==> src/rtl/mem_req_arbiter_pkg.sv <==
// Shared types and defaults for the icache/dcache memory-port arbiter.
package mem_req_arbiter_pkg;

   localparam int unsigned MEM_LINE_WIDTH  = 128;
   localparam int unsigned MEM_ARB_TIMEOUT = 1023;

   typedef struct packed {
      logic [31:0]               addr;
      logic                      is_store;
      logic [MEM_LINE_WIDTH-1:0] data;
   } memory_request_t;

   typedef enum logic [1:0] {IDLE, ISSUE, WAIT_RSP} arb_state_t;
   typedef enum logic [1:0] {NONE, IC, DC} arb_grant_t;

endpackage

==> src/rtl/mem_req_arbiter_rr_arbiter2.sv <==
// Two-input round-robin pick; grant bit 0 = icache, bit 1 = dcache (one-hot).
module rr_arbiter2
   import mem_req_arbiter_pkg::*;
(
   input  logic [1:0] i_elig,
   input  arb_grant_t i_last_grant,
   output logic [1:0] o_gnt
);

   always_comb begin
      o_gnt = '0;
      case (i_elig)
         2'b01:   o_gnt = 2'b01;
         2'b10:   o_gnt = 2'b10;
         2'b11:   o_gnt = (i_last_grant == DC) ? 2'b01 : 2'b10;
         default: o_gnt = '0;
      endcase
   end

endmodule

==> src/rtl/mem_req_arbiter.sv <==
// Shares one memory port between icache and dcache misses, one transaction in flight,
// with response routing and a synthetic bus error when memory stays silent.
module mem_req_arbiter
   import mem_req_arbiter_pkg::*;
#(
   parameter int unsigned LINE_WIDTH     = MEM_LINE_WIDTH,
   parameter int unsigned TIMEOUT_CYCLES = MEM_ARB_TIMEOUT,
   parameter int unsigned CNT_WIDTH      = $clog2(TIMEOUT_CYCLES + 1)
) (
   input  logic                  clock,
   input  logic                  reset,
   input  logic                  ic_req_valid,
   input  memory_request_t       ic_req_info,
   output logic                  ic_rsp_valid,
   output logic                  ic_rsp_bus_error,
   input  logic                  dc_req_valid,
   input  memory_request_t       dc_req_info,
   output logic                  dc_rsp_valid,
   output logic                  dc_rsp_bus_error,
   output logic [LINE_WIDTH-1:0] rsp_data,
   output logic                  mem_req_valid,
   output memory_request_t       mem_req_info,
   input  logic                  mem_rsp_valid,
   input  logic [LINE_WIDTH-1:0] mem_rsp_data,
   input  logic                  mem_rsp_bus_error,
   output logic                  busy
);

   // A zero-width counter is not legal when the timeout is disabled.
   localparam int unsigned   CW       = (CNT_WIDTH == 0) ? 1 : CNT_WIDTH;
   localparam logic [CW-1:0] CNT_LAST = CW'((TIMEOUT_CYCLES == 0) ? 0 : TIMEOUT_CYCLES - 1);
   localparam logic [CW-1:0] CNT_MAX  = '1;

   arb_state_t      r_state, w_state_next;
   arb_grant_t      r_grant, w_grant_next;
   arb_grant_t      r_last,  w_last_next;
   memory_request_t w_info_next;
   logic            r_hold_ic, r_hold_dc;
   logic [CW-1:0]   r_cnt;
   logic [1:0]      w_elig, w_gnt;
   logic            w_timeout, w_fire, w_err;

   assign w_elig    = {dc_req_valid & ~r_hold_dc, ic_req_valid & ~r_hold_ic};
   assign w_timeout = (TIMEOUT_CYCLES != 0) && (r_cnt == CNT_LAST);
   assign busy      = (r_state != IDLE);

   rr_arbiter2 u_rr (
      .i_elig       (w_elig),
      .i_last_grant (r_last),
      .o_gnt        (w_gnt)
   );

   always_comb begin
      w_state_next     = r_state;
      w_grant_next     = r_grant;
      w_last_next      = r_last;
      w_info_next      = mem_req_info;
      w_fire           = 1'b0;
      w_err            = 1'b0;
      mem_req_valid    = 1'b0;
      ic_rsp_valid     = 1'b0;
      dc_rsp_valid     = 1'b0;
      ic_rsp_bus_error = 1'b0;
      dc_rsp_bus_error = 1'b0;
      rsp_data         = '0;
      case (r_state)
         IDLE: begin
            if (w_gnt[0]) begin
               w_state_next = ISSUE;
               w_grant_next = IC;
               w_last_next  = IC;
               w_info_next  = ic_req_info;
            end else if (w_gnt[1]) begin
               w_state_next = ISSUE;
               w_grant_next = DC;
               w_last_next  = DC;
               w_info_next  = dc_req_info;
            end
         end
         ISSUE: begin
            mem_req_valid = 1'b1;
            w_state_next  = WAIT_RSP;
         end
         WAIT_RSP: begin
            // A real response takes priority over a timeout in the same cycle.
            if (mem_rsp_valid || w_timeout) begin
               w_fire           = 1'b1;
               w_err            = mem_rsp_valid ? mem_rsp_bus_error : 1'b1;
               rsp_data         = mem_rsp_valid ? mem_rsp_data : '0;
               ic_rsp_valid     = (r_grant == IC);
               dc_rsp_valid     = (r_grant == DC);
               ic_rsp_bus_error = (r_grant == IC) & w_err;
               dc_rsp_bus_error = (r_grant == DC) & w_err;
               w_state_next     = IDLE;
               w_grant_next     = NONE;
            end
         end
         default: w_state_next = IDLE;
      endcase
   end

   always_ff @(posedge clock) begin
      if (!reset) begin
         r_state      <= IDLE;
         r_grant      <= NONE;
         r_last       <= DC;
         r_hold_ic    <= 1'b0;
         r_hold_dc    <= 1'b0;
         r_cnt        <= '0;
         mem_req_info <= '0;
      end else begin
         r_state      <= w_state_next;
         r_grant      <= w_grant_next;
         r_last       <= w_last_next;
         mem_req_info <= w_info_next;
         r_hold_ic    <= w_fire & (r_grant == IC);
         r_hold_dc    <= w_fire & (r_grant == DC);
         if (r_state == ISSUE)
            r_cnt <= '0;
         else if (r_state == WAIT_RSP && r_cnt != CNT_MAX)
            r_cnt <= r_cnt + 1'b1;
      end
   end

endmodule

==> config.mk <==
export PLATFORM = sky130hd
export DESIGN_NAME = mem_req_arbiter
export DESIGN_NICKNAME = d
export VERILOG_FILES = /design/src/rtl/mem_req_arbiter_pkg.sv /design/src/rtl/mem_req_arbiter_rr_arbiter2.sv /design/src/rtl/mem_req_arbiter.sv
export SDC_FILE = /design/constraint.sdc
export NUM_CORES = 1
export LEC_CHECK = 0
export ABC_AREA = 1
export ABC_CLOCK_PERIOD_IN_PS = 4100
export BUFFER_PORTS_ARGS = -buffer_cell sky130_fd_sc_hd__buf_4
export CORE_AREA = 2 2 289 291
export DETAILED_ROUTE_END_ITERATION = 12
export DIE_AREA = 0 0 291 293
export HOLD_SLACK_MARGIN = 0.02
export PLACE_DENSITY = 0.38
export SYNTH_ARGS = -nofsm -noshare
export SYNTH_HDL_FRONTEND = slang
export SYNTH_SLANG_ARGS = --single-unit
==> constraint.sdc <==
create_clock -name clock -period 4.1 [get_ports clock]
set_clock_uncertainty 0.2 [all_clocks]
set_input_delay 0 -clock clock [delete_from_list [all_inputs] [get_ports clock]]
set_output_delay 0 -clock clock [all_outputs]
set_load 0.005 [all_outputs]
==> results.sh, run 1 <==
export IMPL_yosys_top_cells_area="dfxtp_1, nand2_1, a21oi_1"
export IMPL_grt_max_degree=104
export IMPL_power_density_nw_per_um2=287
export IMPL_grt_overflow_total=0
export IMPL_required_ps=4300
export IMPL_crit_family="simple AND/OR/NAND/NOR gates"
export IMPL_cts_resized=0
export IMPL_crit_chain="nor2_1 > nand2_8 > nand2_8 > buf_12 > nand2_1 > nand2_1 > dlygate4sd3_1 > nand2_1 > a21oi_1"
export IMPL_core_um2=81800
export IMPL_end_kind="flop"
export IMPL_design_area_um2=20300
export IMPL_worst_slew_pin_slew_ps=846
export IMPL_final_antenna_net_count=0
export IMPL_maxSlewHeadroom=0.436
export IMPL_area_growth_pct=108
export IMPL_internal_power_uw=3940
export IMPL_critPathMaxStageDelay_ps=560
export IMPL_sw_frac_of_total=0.321
export IMPL_drt_total_wl_um=55900
export IMPL_holdBufCountCts=324
export IMPL_worstPathBufferInverterCount=2
export IMPL_dp_hpwl_um=41000
export IMPL_place_port_buffers=750
export IMPL_ioPinCount=751
export IMPL_grt_met2_usage=0.213
export IMPL_start_util=0.119
export IMPL_cp_max_fo=67
export IMPL_setup_tns_ps=0
export IMPL_htreeDepth=4
export IMPL_antenna_found_initial=3
export IMPL_drt_vias_per_instance=3.65
export IMPL_cts_setup_buffers=0
export IMPL_finalCriticalPeriod_ps=3040
export IMPL_reg2reg_from="r_hold_dc$_SDFF_PN0_"
export IMPL_synth_seq_cells=179
export IMPL_worstPathArrival_ps=3240
export IMPL_clk_pin_slew_worst_paths_ps=70
export IMPL_hold_start="mem_rsp_data[10]"
export IMPL_place_area_um2=16400
export IMPL_grt_pass1_vias=13800
export IMPL_power_uw=5810
export IMPL_clockPowerShare=0.315
export IMPL_gr_usage_met1=0.158
export IMPL_syn_avg_cell_area_um2=5.96
export IMPL_outcome="finished clean"
export IMPL_synthCells=1637
export IMPL_setup_violations_final=0
export IMPL_ys_seq_area_frac=0.367
export IMPL_slew_violations=0
export IMPL_numCtsBuffers=17
export IMPL_drt_iter0_drc=529
export IMPL_rows=105
export IMPL_fin_nets=3093
export IMPL_crit_top_cell="nand2_1"
export IMPL_dieArea_um2=85300
export IMPL_grt_pass1_wl_um=83400
export IMPL_ys_warnings_count=0
export IMPL_leakagePower_uw=0.0103
export IMPL_finalCoreUtilization=0.248
export IMPL_netlist_area_um2=9760
export IMPL_cts_tree="built"
export IMPL_maxCapViolCount=0
export IMPL_hold_path_class="primary input to primary output"
export IMPL_fmax_mhz=329
export IMPL_syn_nets=2095
export IMPL_die_h_um=293
export IMPL_period_share=0.742
export IMPL_cp_startpoint="r_hold_dc$_SDFF_PN0_"
export IMPL_pwr_share_comb=0.342
export IMPL_worst_path_max_delay_cell="dlygate4sd3_1"
export IMPL_clockBufferDepth=2
export IMPL_gp_congestion=0.807
export IMPL_synth_area_leader_cell="dfxtp_1"
export IMPL_crit_type="flop to flop"
export IMPL_drcViolationCount=0
export IMPL_nFillCells=9312
export IMPL_cts_root_buf="clkbuf_16"
export IMPL_grt_busiest_layer="met2"
export IMPL_grt_usage=0.127
export IMPL_cts_num_sinks=179
export IMPL_final_hold_violation_count=0
export IMPL_p_seq_frac=0.343
export IMPL_wl_per_cell_um=15.0
export IMPL_peakVddDrop_mv=0.279
export IMPL_layout_drive_gt1_share=0.308
export IMPL_synth_top_cell_area_share=0.367
export IMPL_dr_pass1_iters=5
export IMPL_grt_util_met3=0.0364
export IMPL_rsz0062_at_grt="false"
export IMPL_synth_cell_types=24
export IMPL_p_sw_uw=1860
export IMPL_vias=13600
export IMPL_die_w_um=291
export IMPL_clk_latency_ps=490
export IMPL_cp_start_kind="flop"
## flip-flops by register name, indices dropped and copies added, names as in the netlist
signal	cells
mem_req_info	161
r_cnt	10
r_grant	2
r_last	2
r_state	2
r_hold_dc	1
r_hold_ic	1
## path summary, 6_finish.rpt
path                                                       end  slack [ps]  cells past startpoint
worst min register to register   mem_req_info[37]$_SDFFE_PN0P_         270                      2
worst min-delay path                              rsp_data[10]         100                      4
worst max-delay path            mem_req_info[146]$_SDFFE_PN0P_        1060                      9
worst max register to register  mem_req_info[146]$_SDFFE_PN0P_        1060                      9
## Yosys cell counts
cell and count:
a21oi_1 175, buf_1 6, buf_2 60, buf_4 9, buf_6 10, clkbuf_1 33
dfxtp_1 179, ha_1 2, inv_1 147, inv_2 3, nand2_1 678, nand2_2 2
nand2_4 1, nand3_1 171, nand4_1 2, nor2_1 142, nor2_2 1, nor2_4 1
nor3_1 3, nor4_1 4, o21ai_0 3, o22ai_1 1, xnor2_1 1, xor2_1 3
## worst reg2reg max path, delay by kind of cell, from the launching register on
| family | cells | cell delay (ps) |
|---|---|---|
| AO/OA/AOI/OAI | 1 | 110 |
| flip-flops | 1 | 310 |
| AND/OR/NAND/NOR | 6 | 1360 |
| buffers and inverters | 2 | 970 |
## kinds of logic after synthesis
group | count (synthesis) | synth area share
simple gates | 1005 | 0.413
buf+inv | 268 | 0.122
compound gates | 179 | 0.0919
flops | 179 | 0.367
xor+xnor | 4 | 0.00359
fa+ha+maj | 2 | 0.00256
## through the flow
step           setup WS, ps  hold slack, ps  instances
3_5_place_dp           1530            56.9       3362
4_1_cts                 986             100       3718
5_1_grt                 797             116       3718
2_1_floorplan          2500            -129       1637
3_3_place_gp           1510            47.7       3362
6_report               1060            97.3       3720
## layout make-up
| class | count | area, um^2 | share of cell area |
|---|---|---|---|
| well taps | 1070 | 1340 | 0.0661 |
| multi-input cells | 1190 | 5020 | 0.248 |
| clock inverters | 15 | 193 | 0.00951 |
| flip-flops and latches | 179 | 3580 | 0.177 |
| repair buffers | 1097 | 9120 | 0.450 |
| inverters | 150 | 573 | 0.0283 |
| clock buffers | 17 | 425 | 0.0210 |
| diodes | 2 | 5.00 | 0.000247 |
## routing by layer
metal	part of all wire	vias to the layer above
met4	0.019	6
met1	0.45	6101
met5	0.00072	-
met3	0.060	52
met2	0.48	366
li1	-	7051
## layout by cell type (no fill, tap or decap), drive strengths merged
master	count
clkbuf	17
buf	773
dlygate4sd3	324
nor4	4
nand2	681
nor3	3
clkinv	3
nor2	144
ha	2
o21ai	3
xor2	3
a21oi	175
bufinv	3
clkinvlp	2
o22ai	1
diode	2
nand3	171
dfxtp	179
nand4	2
inv	157
xnor2	1
## power by group through the flow
stage | Sequential (uW) | Clock [uW] | Combinational (uW)
detailed placement | 2030 | 0 | 1650
CTS | 1990 | 1930 | 2030
global placement | 2030 | 0 | 1660
finish | 1990 | 1830 | 1990
global route | 2010 | 1980 | 2200
floorplan | 2030 | 0 | 704
(Power assumes the default switching activity.)
==> run 2, diff against run 1 <==
- ABC_AREA: 1 -> 0
- ABC_CLOCK_PERIOD_IN_PS: 4100 -> 2600
- CORE_AREA: 2 2 289 291 -> 2 2 292 294
- DIE_AREA: 0 0 291 293 -> 0 0 294 296
- PLACE_DENSITY: 0.38 -> 0.36
- clock period: 4.1 -> 2.6 ns (I/O delays scaled with it)
==> results.sh, run 2 <==
export IMPL_top_regs="mem_req_info (161), r_cnt (10)"
export IMPL_clk_pin_slew_worst_paths_ps=80
export IMPL_period_share=0.972
export IMPL_maxSlewHeadroom=0.482
export IMPL_synthTopCellsByCount="dfxtp_1, nor2_1, o22ai_1"
export IMPL_ioPinCount=751
export IMPL_fin_nets=2528
export IMPL_cts_num_sinks=179
export IMPL_wl_per_cell_um=18.1
export IMPL_crit_family="buffers and inverters"
export IMPL_setup_violations_final=0
export IMPL_dr_pass1_iters=5
export IMPL_rows=107
export IMPL_clockBufferDepth=2
export IMPL_largest_reg_flops=161
export IMPL_outcome="finished clean"
export IMPL_place_port_buffers=750
export IMPL_start_util=0.0940
export IMPL_setup_tns_ps=0
export IMPL_cp_max_fo=17
export IMPL_synthAdderAreaFrac=0.00316
export IMPL_final_cell_mix="buf_4, dlygate4sd3_1, dfxtp_1"
export IMPL_synth_cell_types=42
export IMPL_synth_top_cell_area_share=0.453
export IMPL_maxCapViolCount=0
export IMPL_finalCriticalPeriod_ps=2530
export IMPL_leakagePower_uw=0.00906
export IMPL_synth_area_leader_cell="dfxtp_1"
export IMPL_drt_total_wl_um=57600
export IMPL_drt_vias_per_instance=3.76
export IMPL_final_hold_violation_count=0
export IMPL_layout_drive_gt1_share=0.395
export IMPL_synthCells=982
export IMPL_drt_iter0_drc=475
export IMPL_clk_latency_ps=500
export IMPL_netlist_area_um2=7910
export IMPL_worst_slew_pin_slew_ps=772
export IMPL_cp_start_kind="flop"
export IMPL_dpl_cell_count=2736
export IMPL_crit_type="flop to flop"
export IMPL_yosys_top_cells_area="dfxtp_1, o22ai_1, and3_1"
export IMPL_final_antenna_net_count=0
export IMPL_grt_overflow_total=0
export IMPL_cts_tree="built"
export IMPL_synth_xor_area_frac=0.00221
export IMPL_grt_max_degree=134
export IMPL_synth_seq_cells=179
export IMPL_syn_nets=1440
export IMPL_multiInputGateArea_um2=3800
export IMPL_slew_violations=0
export IMPL_synth_compound_area_frac=0.254
export IMPL_ys_warnings_count=0
export IMPL_dp_hpwl_um=40900
export IMPL_antenna_found_initial=7
export IMPL_required_ps=2780
export IMPL_seqCellArea_um2=3590
export IMPL_largest_register="mem_req_info"
export IMPL_power_density_nw_per_um2=480
export IMPL_numCtsBuffers=17
export IMPL_htreeDepth=4
export IMPL_worst_path_max_delay_cell="dlygate4sd3_1"
export IMPL_vias=12000
export IMPL_core_um2=84200
export IMPL_die_h_um=296
export IMPL_grt_pass1_vias=12300
export IMPL_synth_edf_count=0
export IMPL_die_w_um=294
export IMPL_nFillCells=9274
export IMPL_yosysMostFrequentCell="dfxtp_1"
export IMPL_grt_pass1_wl_um=77300
export IMPL_end_kind="flop"
export IMPL_rsz0062_at_grt="false"
export IMPL_area_growth_pct=145
export IMPL_yosys_area_share_simple=0.216
export IMPL_final_cells=3177
export IMPL_synth_top_family_by_area="compound AO/OA/AOI/OAI gates"
export IMPL_cts_root_buf="clkbuf_16"
export IMPL_place_area_um2=14600
export IMPL_worstPathBufferInverterCount=3
export IMPL_layout_commonest_cell="buf_4"
export IMPL_syn_avg_cell_area_um2=8.06
export IMPL_design_area_um2=19400
export IMPL_drcViolationCount=0
export IMPL_gp_congestion=0.821
export IMPL_fmax_mhz=396
export IMPL_worstPathArrival_ps=2710
export IMPL_dieArea_um2=87000
export IMPL_critPathMaxStageDelay_ps=580
export IMPL_peakVddDrop_mv=0.512
export IMPL_synth_flop_cell="dfxtp_1"
export IMPL_ys_seq_area_frac=0.453
export IMPL_synth_mux_area_frac=0.00127
export IMPL_grt_usage=0.120
export IMPL_hold_path_class="primary input to flop"
export IMPL_crit_chain="or2_4 > a311o_2 > buf_12 > clkbuf_16 > o21ai_1 > dlygate4sd3_1 > nor2_1"
export IMPL_synthArstFlopShare=0
## run 2: timing repair
action | 4_1_cts | 5_1_grt
setup buffers | 0 | 5
resized for setup | 0 | 12
hold endpoints to repair | 170 | 0
endpoints found under the setup margin | 0 | 54
hold buffers | 395 | 0
## run 2: metrics by stage
step           hold WS, ps  setup slack, ps  total power [uW]   util
5_1_grt               65.5             17.6              9840  0.230
3_3_place_gp          33.1              488              5850  0.174
3_5_place_dp          40.2              455              5860  0.174
6_report               102             73.2              9310  0.230
4_1_cts               35.4             10.3              9340  0.228
2_1_floorplan        -56.7              758              4340      -
## run 2: layout make-up
| class | count | share of cell area |
|---|---|---|
| Sequential cell | 179 | 0.185 |
| Clock buffer | 20 | 0.0236 |
| Tap cell | 1090 | 0.0704 |
| Timing Repair Buffer | 1171 | 0.516 |
| Antenna cell | 4 | 0.000517 |
| Clock inverter | 12 | 0.00743 |
| Multi-Input combinational cell | 697 | 0.196 |
| Inverter | 4 | 0.000775 |
## run 2: where the power goes
part,leakage (uW),switching [uW],internal (uW)
Clock,0.000290,1320,1490
Combinational,0.00729,1360,1830
Sequential,0.00149,214,3090
Total,0.00906,2900,6400
## run 2: logic make-up (layout without fill, tap and decap cells)
kind of cell	Yosys count	count (layout)
AOI/OAI and AO/OA	347	347
and+or+nand+nor	345	345
DFF	179	179
buffers and inverters	106	1207
adders and majority gates	2	2
xor gates and xnor gates	2	2
muxes	1	1
other	0	4
## run 2: worst register-to-register path: stages, from the launching register on
cell	delay (ps)
dfxtp_2	370
or2_4	290
a311o_2	400
buf_12	170
clkbuf_16	220
o21ai_1	170
dlygate4sd3_1	580
nor2_1	50
## run 2: worst paths after layout
kind | slack, ps | depth (start not counted) | to | start
worst max-delay path | 70 | 7 | mem_req_info[71]$_SDFFE_PN0P_ | r_state[1]$_SDFFE_PN0P_
worst min-delay path | 100 | 4 | mem_req_info[2]$_SDFFE_PN0P_ | ic_req_info[2]
worst max register to register | 70 | 7 | mem_req_info[71]$_SDFFE_PN0P_ | r_state[1]$_SDFFE_PN0P_
worst min register to register | 260 | 2 | r_last[0]$_SDFFE_PN0P_ | r_last[0]$_SDFFE_PN0P_
## run 2: routing by layer
metal | vias up | track usage | wire (um)
met4 | 4 | 0.0719 | 2790
met2 | 505 | 0.224 | 30400
met5 | - | 0 | 21
met3 | 81 | 0.0350 | 3740
li1 | 5758 | - | -
met1 | 5602 | 0.118 | 20700
